<file path="config.mk">
export PLATFORM = sky130hd
export DESIGN_NAME = datapath_seq_mult
export DESIGN_NICKNAME = d
export VERILOG_FILES = /design/src/rtl/datapath_seq_mult.sv
export SDC_FILE = /design/constraint.sdc
export NUM_CORES = 1
export LEC_CHECK = 0
export ABC_AREA = 1
export ABC_CLOCK_PERIOD_IN_PS = 4300
export BUFFER_PORTS_ARGS = -buffer_cell sky130_fd_sc_hd__buf_2
export CAP_MARGIN = 20
export CORE_AREA = 2 2 246 248
export DETAILED_ROUTE_END_ITERATION = 12
export DIE_AREA = 0 0 248 250
export PLACE_DENSITY = 0.63
export REMOVE_ABC_BUFFERS = 1
export SLEW_MARGIN = 20
export SYNTH_ARGS = -nofsm -noshare
export SYNTH_HDL_FRONTEND = slang
export SYNTH_SLANG_ARGS = --single-unit
</file>
<file path="constraint.sdc">
create_clock -name clk -period 4.3 [get_ports clk]
set_input_delay 0 -clock clk [delete_from_list [all_inputs] [get_ports clk]]
set_output_delay 0 -clock clk [all_outputs]
set_load 0.1 [all_outputs]
</file>
<file path="src/rtl/datapath_seq_mult.sv">
// Byte-serial operand loader, iterative shift-add multiplier (unsigned/signed)
// and paged 7-segment product display for the board switch/button front panel.
module datapath_seq_mult #(
    parameter  int WIDTH  = 32,
    localparam int PAGES  = (2 * WIDTH + 15) / 16,
    localparam int PSEL_W = (PAGES > 1) ? $clog2(PAGES) : 1
) (
    input  logic              clk,
    input  logic              reset,
    input  logic              enter,
    input  logic [7:0]        inputdata,
    input  logic              loaddata,
    input  logic              signed_mode,
    input  logic [PSEL_W-1:0] page_sel,
    output logic              inputdata_ready,
    output logic              busy,
    output logic              done,
    output logic [6:0]        disp3,
    output logic [6:0]        disp2,
    output logic [6:0]        disp1,
    output logic [6:0]        disp0
);

    localparam int NBYTES = WIDTH / 8;
    localparam int CNT_W  = 4;
    localparam int ITER_W = $clog2(WIDTH) + 1;

    localparam logic [2:0] IDLE   = 3'd0;
    localparam logic [2:0] LOAD_A = 3'd1;
    localparam logic [2:0] LOAD_B = 3'd2;
    localparam logic [2:0] MULT   = 3'd3;
    localparam logic [2:0] FIX    = 3'd4;
    localparam logic [2:0] SHOW   = 3'd5;

    localparam logic [6:0] SEG_BLANK = 7'h7F;
    localparam logic [6:0] SEG_DASH  = 7'h3F;

    logic [2:0]         state;
    logic [2:0]         state_next;
    logic               enter_q;
    logic [CNT_W-1:0]   byte_cnt;
    logic [ITER_W-1:0]  iter;
    logic [WIDTH-1:0]   a_reg;
    logic [WIDTH-1:0]   b_reg;
    logic [WIDTH-1:0]   a_next;
    logic [WIDTH-1:0]   b_next;
    logic [WIDTH-1:0]   mplier;
    logic [2*WIDTH-1:0] mcand_sh;
    logic [2*WIDTH-1:0] acc;
    logic [2*WIDTH-1:0] product;
    logic               neg;
    logic               accept;
    logic               last_byte;

    function automatic logic [6:0] hex7(input logic [3:0] v);
        case (v)
            4'h0: hex7 = 7'h40;
            4'h1: hex7 = 7'h79;
            4'h2: hex7 = 7'h24;
            4'h3: hex7 = 7'h30;
            4'h4: hex7 = 7'h19;
            4'h5: hex7 = 7'h12;
            4'h6: hex7 = 7'h02;
            4'h7: hex7 = 7'h78;
            4'h8: hex7 = 7'h00;
            4'h9: hex7 = 7'h10;
            4'hA: hex7 = 7'h08;
            4'hB: hex7 = 7'h03;
            4'hC: hex7 = 7'h46;
            4'hD: hex7 = 7'h21;
            4'hE: hex7 = 7'h06;
            default: hex7 = 7'h0E;
        endcase
    endfunction

    function automatic logic [WIDTH-1:0] mag(input logic [WIDTH-1:0] v, input logic sm);
        mag = (sm && v[WIDTH-1]) ? -v : v;
    endfunction

    // Handshake: while inputdata_ready is high, each rising edge of enter is one
    // transfer of inputdata; edges seen while inputdata_ready is low are dropped.
    assign accept    = enter & ~enter_q;
    assign last_byte = (byte_cnt == CNT_W'(NBYTES - 1));
    assign a_next    = (a_reg << 8) | WIDTH'(inputdata);
    assign b_next    = (b_reg << 8) | WIDTH'(inputdata);

    always_comb begin
        state_next = state;
        case (state)
            IDLE:    if (loaddata) state_next = LOAD_A;
            LOAD_A:  if (accept && last_byte) state_next = LOAD_B;
            LOAD_B:  if (accept && last_byte) state_next = MULT;
            MULT:    if (iter == ITER_W'(WIDTH - 1)) state_next = FIX;
            FIX:     state_next = SHOW;
            SHOW:    if (loaddata) state_next = LOAD_A;
            default: state_next = IDLE;
        endcase
    end

    always_ff @(posedge clk or negedge reset) begin
        if (!reset) begin
            state           <= IDLE;
            enter_q         <= 1'b0;
            byte_cnt        <= '0;
            iter            <= '0;
            a_reg           <= '0;
            b_reg           <= '0;
            mplier          <= '0;
            mcand_sh        <= '0;
            acc             <= '0;
            product         <= '0;
            neg             <= 1'b0;
            inputdata_ready <= 1'b0;
            busy            <= 1'b0;
            done            <= 1'b0;
        end else begin
            state           <= state_next;
            enter_q         <= enter;
            inputdata_ready <= (state_next == LOAD_A) || (state_next == LOAD_B);
            busy            <= (state_next == MULT) || (state_next == FIX);
            done            <= (state_next == SHOW);
            case (state)
                IDLE, SHOW: begin
                    if (loaddata) begin
                        a_reg    <= '0;
                        b_reg    <= '0;
                        byte_cnt <= '0;
                        product  <= '0;
                    end
                end
                LOAD_A: begin
                    if (accept) begin
                        a_reg    <= a_next;
                        byte_cnt <= last_byte ? '0 : byte_cnt + 1'b1;
                    end
                end
                LOAD_B: begin
                    if (accept) begin
                        b_reg    <= b_next;
                        byte_cnt <= last_byte ? '0 : byte_cnt + 1'b1;
                        if (last_byte) begin
                            // b_next is the completed operand; magnitudes are formed here so
                            // MULT spends exactly WIDTH cycles on shift-add.
                            mcand_sh <= (2*WIDTH)'(mag(a_reg, signed_mode));
                            mplier   <= mag(b_next, signed_mode);
                            neg      <= signed_mode & (a_reg[WIDTH-1] ^ b_next[WIDTH-1]);
                            acc      <= '0;
                            iter     <= '0;
                        end
                    end
                end
                MULT: begin
                    if (mplier[0]) acc <= acc + mcand_sh;
                    mcand_sh <= mcand_sh << 1;
                    mplier   <= mplier >> 1;
                    iter     <= iter + 1'b1;
                end
                FIX: begin
                    product <= neg ? -acc : acc;
                end
                default: ;
            endcase
        end
    end

    logic [16*PAGES-1:0] prod_ext;
    logic [15:0]         page_word;
    logic                page_ok;

    assign prod_ext = (16*PAGES)'(product);

    always_comb begin
        page_word = '0;
        page_ok   = 1'b0;
        for (int p = 0; p < PAGES; p++) begin
            if (page_sel == PSEL_W'(p)) begin
                page_ok   = 1'b1;
                page_word = prod_ext[16*p +: 16];
            end
        end
    end

    always_comb begin
        disp3 = SEG_BLANK;
        disp2 = SEG_BLANK;
        disp1 = SEG_BLANK;
        disp0 = SEG_BLANK;
        case (state)
            LOAD_A, LOAD_B: begin
                disp3 = (state == LOAD_A) ? 7'h08 : 7'h03;
                disp2 = hex7(4'(NBYTES - int'(byte_cnt)));
                disp1 = hex7(inputdata[7:4]);
                disp0 = hex7(inputdata[3:0]);
            end
            MULT, FIX: begin
                disp3 = SEG_DASH;
                disp2 = SEG_DASH;
                disp1 = SEG_DASH;
                disp0 = SEG_DASH;
            end
            SHOW: begin
                if (page_ok) begin
                    disp3 = hex7(page_word[15:12]);
                    disp2 = hex7(page_word[11:8]);
                    disp1 = hex7(page_word[7:4]);
                    disp0 = hex7(page_word[3:0]);
                end else begin
                    disp3 = SEG_DASH;
                    disp2 = SEG_DASH;
                    disp1 = SEG_DASH;
                    disp0 = SEG_DASH;
                end
            end
            default: ;
        endcase
    end

endmodule

</file>
==> summary.md <==
| Metric | Value |
|---|---|
| Yosys top cell area share | 31.6% |
| Crit path buffers/inverters | 2 |
| Vias in the first global route | 22,300 |
| Slew headroom | 24.5% |
| Die area | 0.0620 mm² |
| DRT met1 WL | 38.3 mm |
| Core Rows | 90 |
| Cell area after synthesis | 0.0236 mm² |
| Diode count | 0 |
| Net Sw Frac | 54.9% |
| RR Startpoint | byte_cnt[1]$_DFFE_PN0P_ |
| Slew Limit Fails | 0 |
| WP data arrival | 3320 ps |
| Worst clock skew | 33.6 ps |
| Util after Layout | 43.7% |
| Placed cell count | 4,515 |
| GR Overflow Total | 0 |
| Area taken by multi-input logic gates | 0.0133 mm² |
| Critical Path Start Type | flip-flop |
| Htree depth | 2 |
| Run status | completed |
| Post-synth EDFFs | 0 |
| Synth Flop Type | dfrtp_1 |
| Power consumption | 19,600 µW |
| Nets@finish | 3,912 |
| DRC viols | 0 |
| Clk slew on worst S/H paths | 60 ps |
| I/O pins | 46 |
| Area delta synth->final | 10.2% |
| Cell-internal power | 8820 µW |
| Detailed router's first-iteration violation count | 2,345 |
| WL per Instance | 18.0 µm |
| Ys Warns | 0 |
| Leak | 0.0135 µW |
| Metal2 WL | 35.3 mm |
| Pre-CTS setup slack | 1070 ps |
| DRT Wirelength | 82.5 mm |
| Routed via count | 24,400 |
| Delay-heaviest family, CP | compound AO/OA/AOI/OAI gates |
| CTS root buffer | clkbuf_16 |
| Hold Buf Count CTS | 12 |
| Final setup TNS | 0 ps |
| Hold WC Path Type | in2async |
| Critical path required time | 4300 ps |
| Part of the power in the clock network | 16.9% |
| Setup Buffers After CTS | 0 |
| Dpl hpwl | 63.6 mm |
| Tmin final | 3320 ps |
| Max-cap violations | 0 |
| Maximum clock frequency | 302 MHz |
| Seq/Total Area, Yosys | 31.6% |
| Register area | 0.00746 mm² |
| Most common cell after layout, fill and taps aside | nand2_1 |
| Pre-antenna DRT Iters | 6 |
| Layout fillers | 6,195 |
| Min setup slack post-route | 984 ps |
| First-pass GRT wire length | 128 mm |
| Port bufs | 45 |
| Layout cell share with drive strength beyond 1 | 5.57% |
| Die Y | 250 µm |
| Global placement routability congestion | 1.04 |
| Sw Pwr | 10,800 µW |
| VDD IR max | 1.09 mV |
| Clock Sinks | 298 |
| #FFs+latches synth | 298 |
| Synth cell types | 58 |
| CP max stage cell | o21ai_1 |
| Worst Setup SP | prod_ext[20]$_DFFE_PN0P_ |
| Share of power burned in registers | 25.5% |
| Worst Max-Slew Pin Slew | 1130 ps |
| Initial antenna violation count | 1 |
| Detail Route Antenna Nets | 0 |
| Starting Density | 39.6% |
| Critical path's largest stage delay | 610 ps |
| Kind of critical path | reg2out |
| Period utilisation layout | 77.1% |
| CP endpoint kind | primary output |
| Die Wd | 248 µm |
| CP Cell Sequence | o21ai_0, nand3_1, o21ai_1, inv_1, ha_1, o21ai_0, nand3_1, nand3_1, buf_2 |
| Highest routed layer | met4 |
| CTS tree | yes |
| Met3 Wirelength | 6.28 mm |
| CP dominant cell by count | nand3_1 |
| Core Region | 0.0596 mm² |
| Synth area leaders | dfrtp_1 32%, nand2_1 19%, inv_1 9.7%, nand3_1 6.6%, ha_1 5.9% |
| Pwr Density | 752 mW/mm² |
| Final Setup Violations | 0 |
| Syn avg cell area | 6.27 µm² |
| Pin count of the biggest net entering global routing | 116 |
| Finished Layout Cells | 4,590 |
| Bufs on Longest Clock Path | 3 |
| Crit path max fanout | 7 |
| Dominant cell type by area after synthesis | dfrtp_1 |
| RSZ-0062 raised after global routing | false |
| Cell count after synthesis | 3,766 |
| Comb power frac | 57.6% |
| Total CTS buffers | 37 |
| Clock Latency Late Sink | 590 ps |
| Most frequent cells in the layout | 1,223 x nand2_1, 610 x inv_1, 336 x nor2_1 |
| Post-cts sizing count | 0 |
| Drt via density | 5.32 |
| Asr flop ratio synth | 100% |
| GRT Resource Usage Total | 26.6% |
| Hold Vio Cnt, Final | 0 |
[through the flow]
| stage | hold slack [ps] | instance area [µm²] |
|---|---|---|
| finish | 16.6 | 26000 |
| CTS | 38.9 | 26000 |
| detailed placement | 43.5 | 24600 |
| floorplan | -296 | 23200 |
| global placement | 39.4 | 24600 |
| global route | 67.5 | 26000 |
[synth_stat cells, types with 11 or more instances]
master / n
nand4_1: 33
o211ai_1: 30
o221ai_1: 16
nand2_1: 1223
o21ai_1: 67
inv_1: 610
dfrtp_1: 298
o21ai_0: 193
buf_2: 34
xor2_1: 22
nand3_1: 312
clkbuf_1: 46
o21bai_1: 12
nor3_1: 46
nand2_2: 13
ha_1: 112
a21oi_1: 140
inv_2: 25
nor2_1: 338
o22ai_1: 68
nor2_2: 11
[routing by layer]
| metal | track usage, % | vias up |
|---|---|---|
| met4 | 8.21 | 0 |
| met3 | 3.52 | 132 |
| met5 | 0 | - |
| met2 | 39.7 | 888 |
| li1 | - | 12000 |
| met1 | 39.4 | 11400 |
[final timing paths]
kind                                             to  slack [ps]  cells past startpoint
max in group asynchronous  prod_ext[19]$_DFFE_PN0P_        3160                      3
hold reg to reg            prod_ext[16]$_DFFE_PN0P_         480                      2
setup / recovery                           disp1[2]         980                      9
setup reg to reg           mcand_sh[19]$_DFFE_PN0P_        1060                      8
min in group clk                  enter_q$_DFF_PN0_          80                      2
hold / removal                   acc[5]$_DFFE_PN0P_          20                      2
[logic make-up (layout without fill, tap and decap cells)]
| logic type | count (synthesis) | in the layout | synth area share [%] |
|---|---|---|---|
| XOR/XNOR | 25 | 25 | 0.927 |
| buffers and inverters | 737 | 779 | 12.1 |
| flip-flops | 298 | 298 | 31.6 |
| adder cells (fa/ha/maj) | 113 | 113 | 6.02 |
| AO/OA/AOI/OAI | 565 | 565 | 13.6 |
| AND/OR/NAND/NOR | 2028 | 2028 | 35.8 |
[power by group through the flow]
stage | sequential (µW) | clock (µW) | combinational [µW]
2_1_floorplan | 4470 | 0 | 8220
3_3_place_gp | 4970 | 0 | 11000
3_5_place_dp | 4970 | 0 | 11000
4_1_cts | 4940 | 3370 | 11100
5_1_grt | 5070 | 3480 | 12500
6_report | 5000 | 3310 | 11300
[final cells by class]
cell class	instances	share of cell area, %
well taps	782	3.76
inverters	639	9.24
multi-input cells	2731	51.2
repair buffers	77	2.22
clock buffers	53	4.21
flip-flops and latches	298	28.7
clock inverters	10	0.702
(Power assumes the default switching activity.)
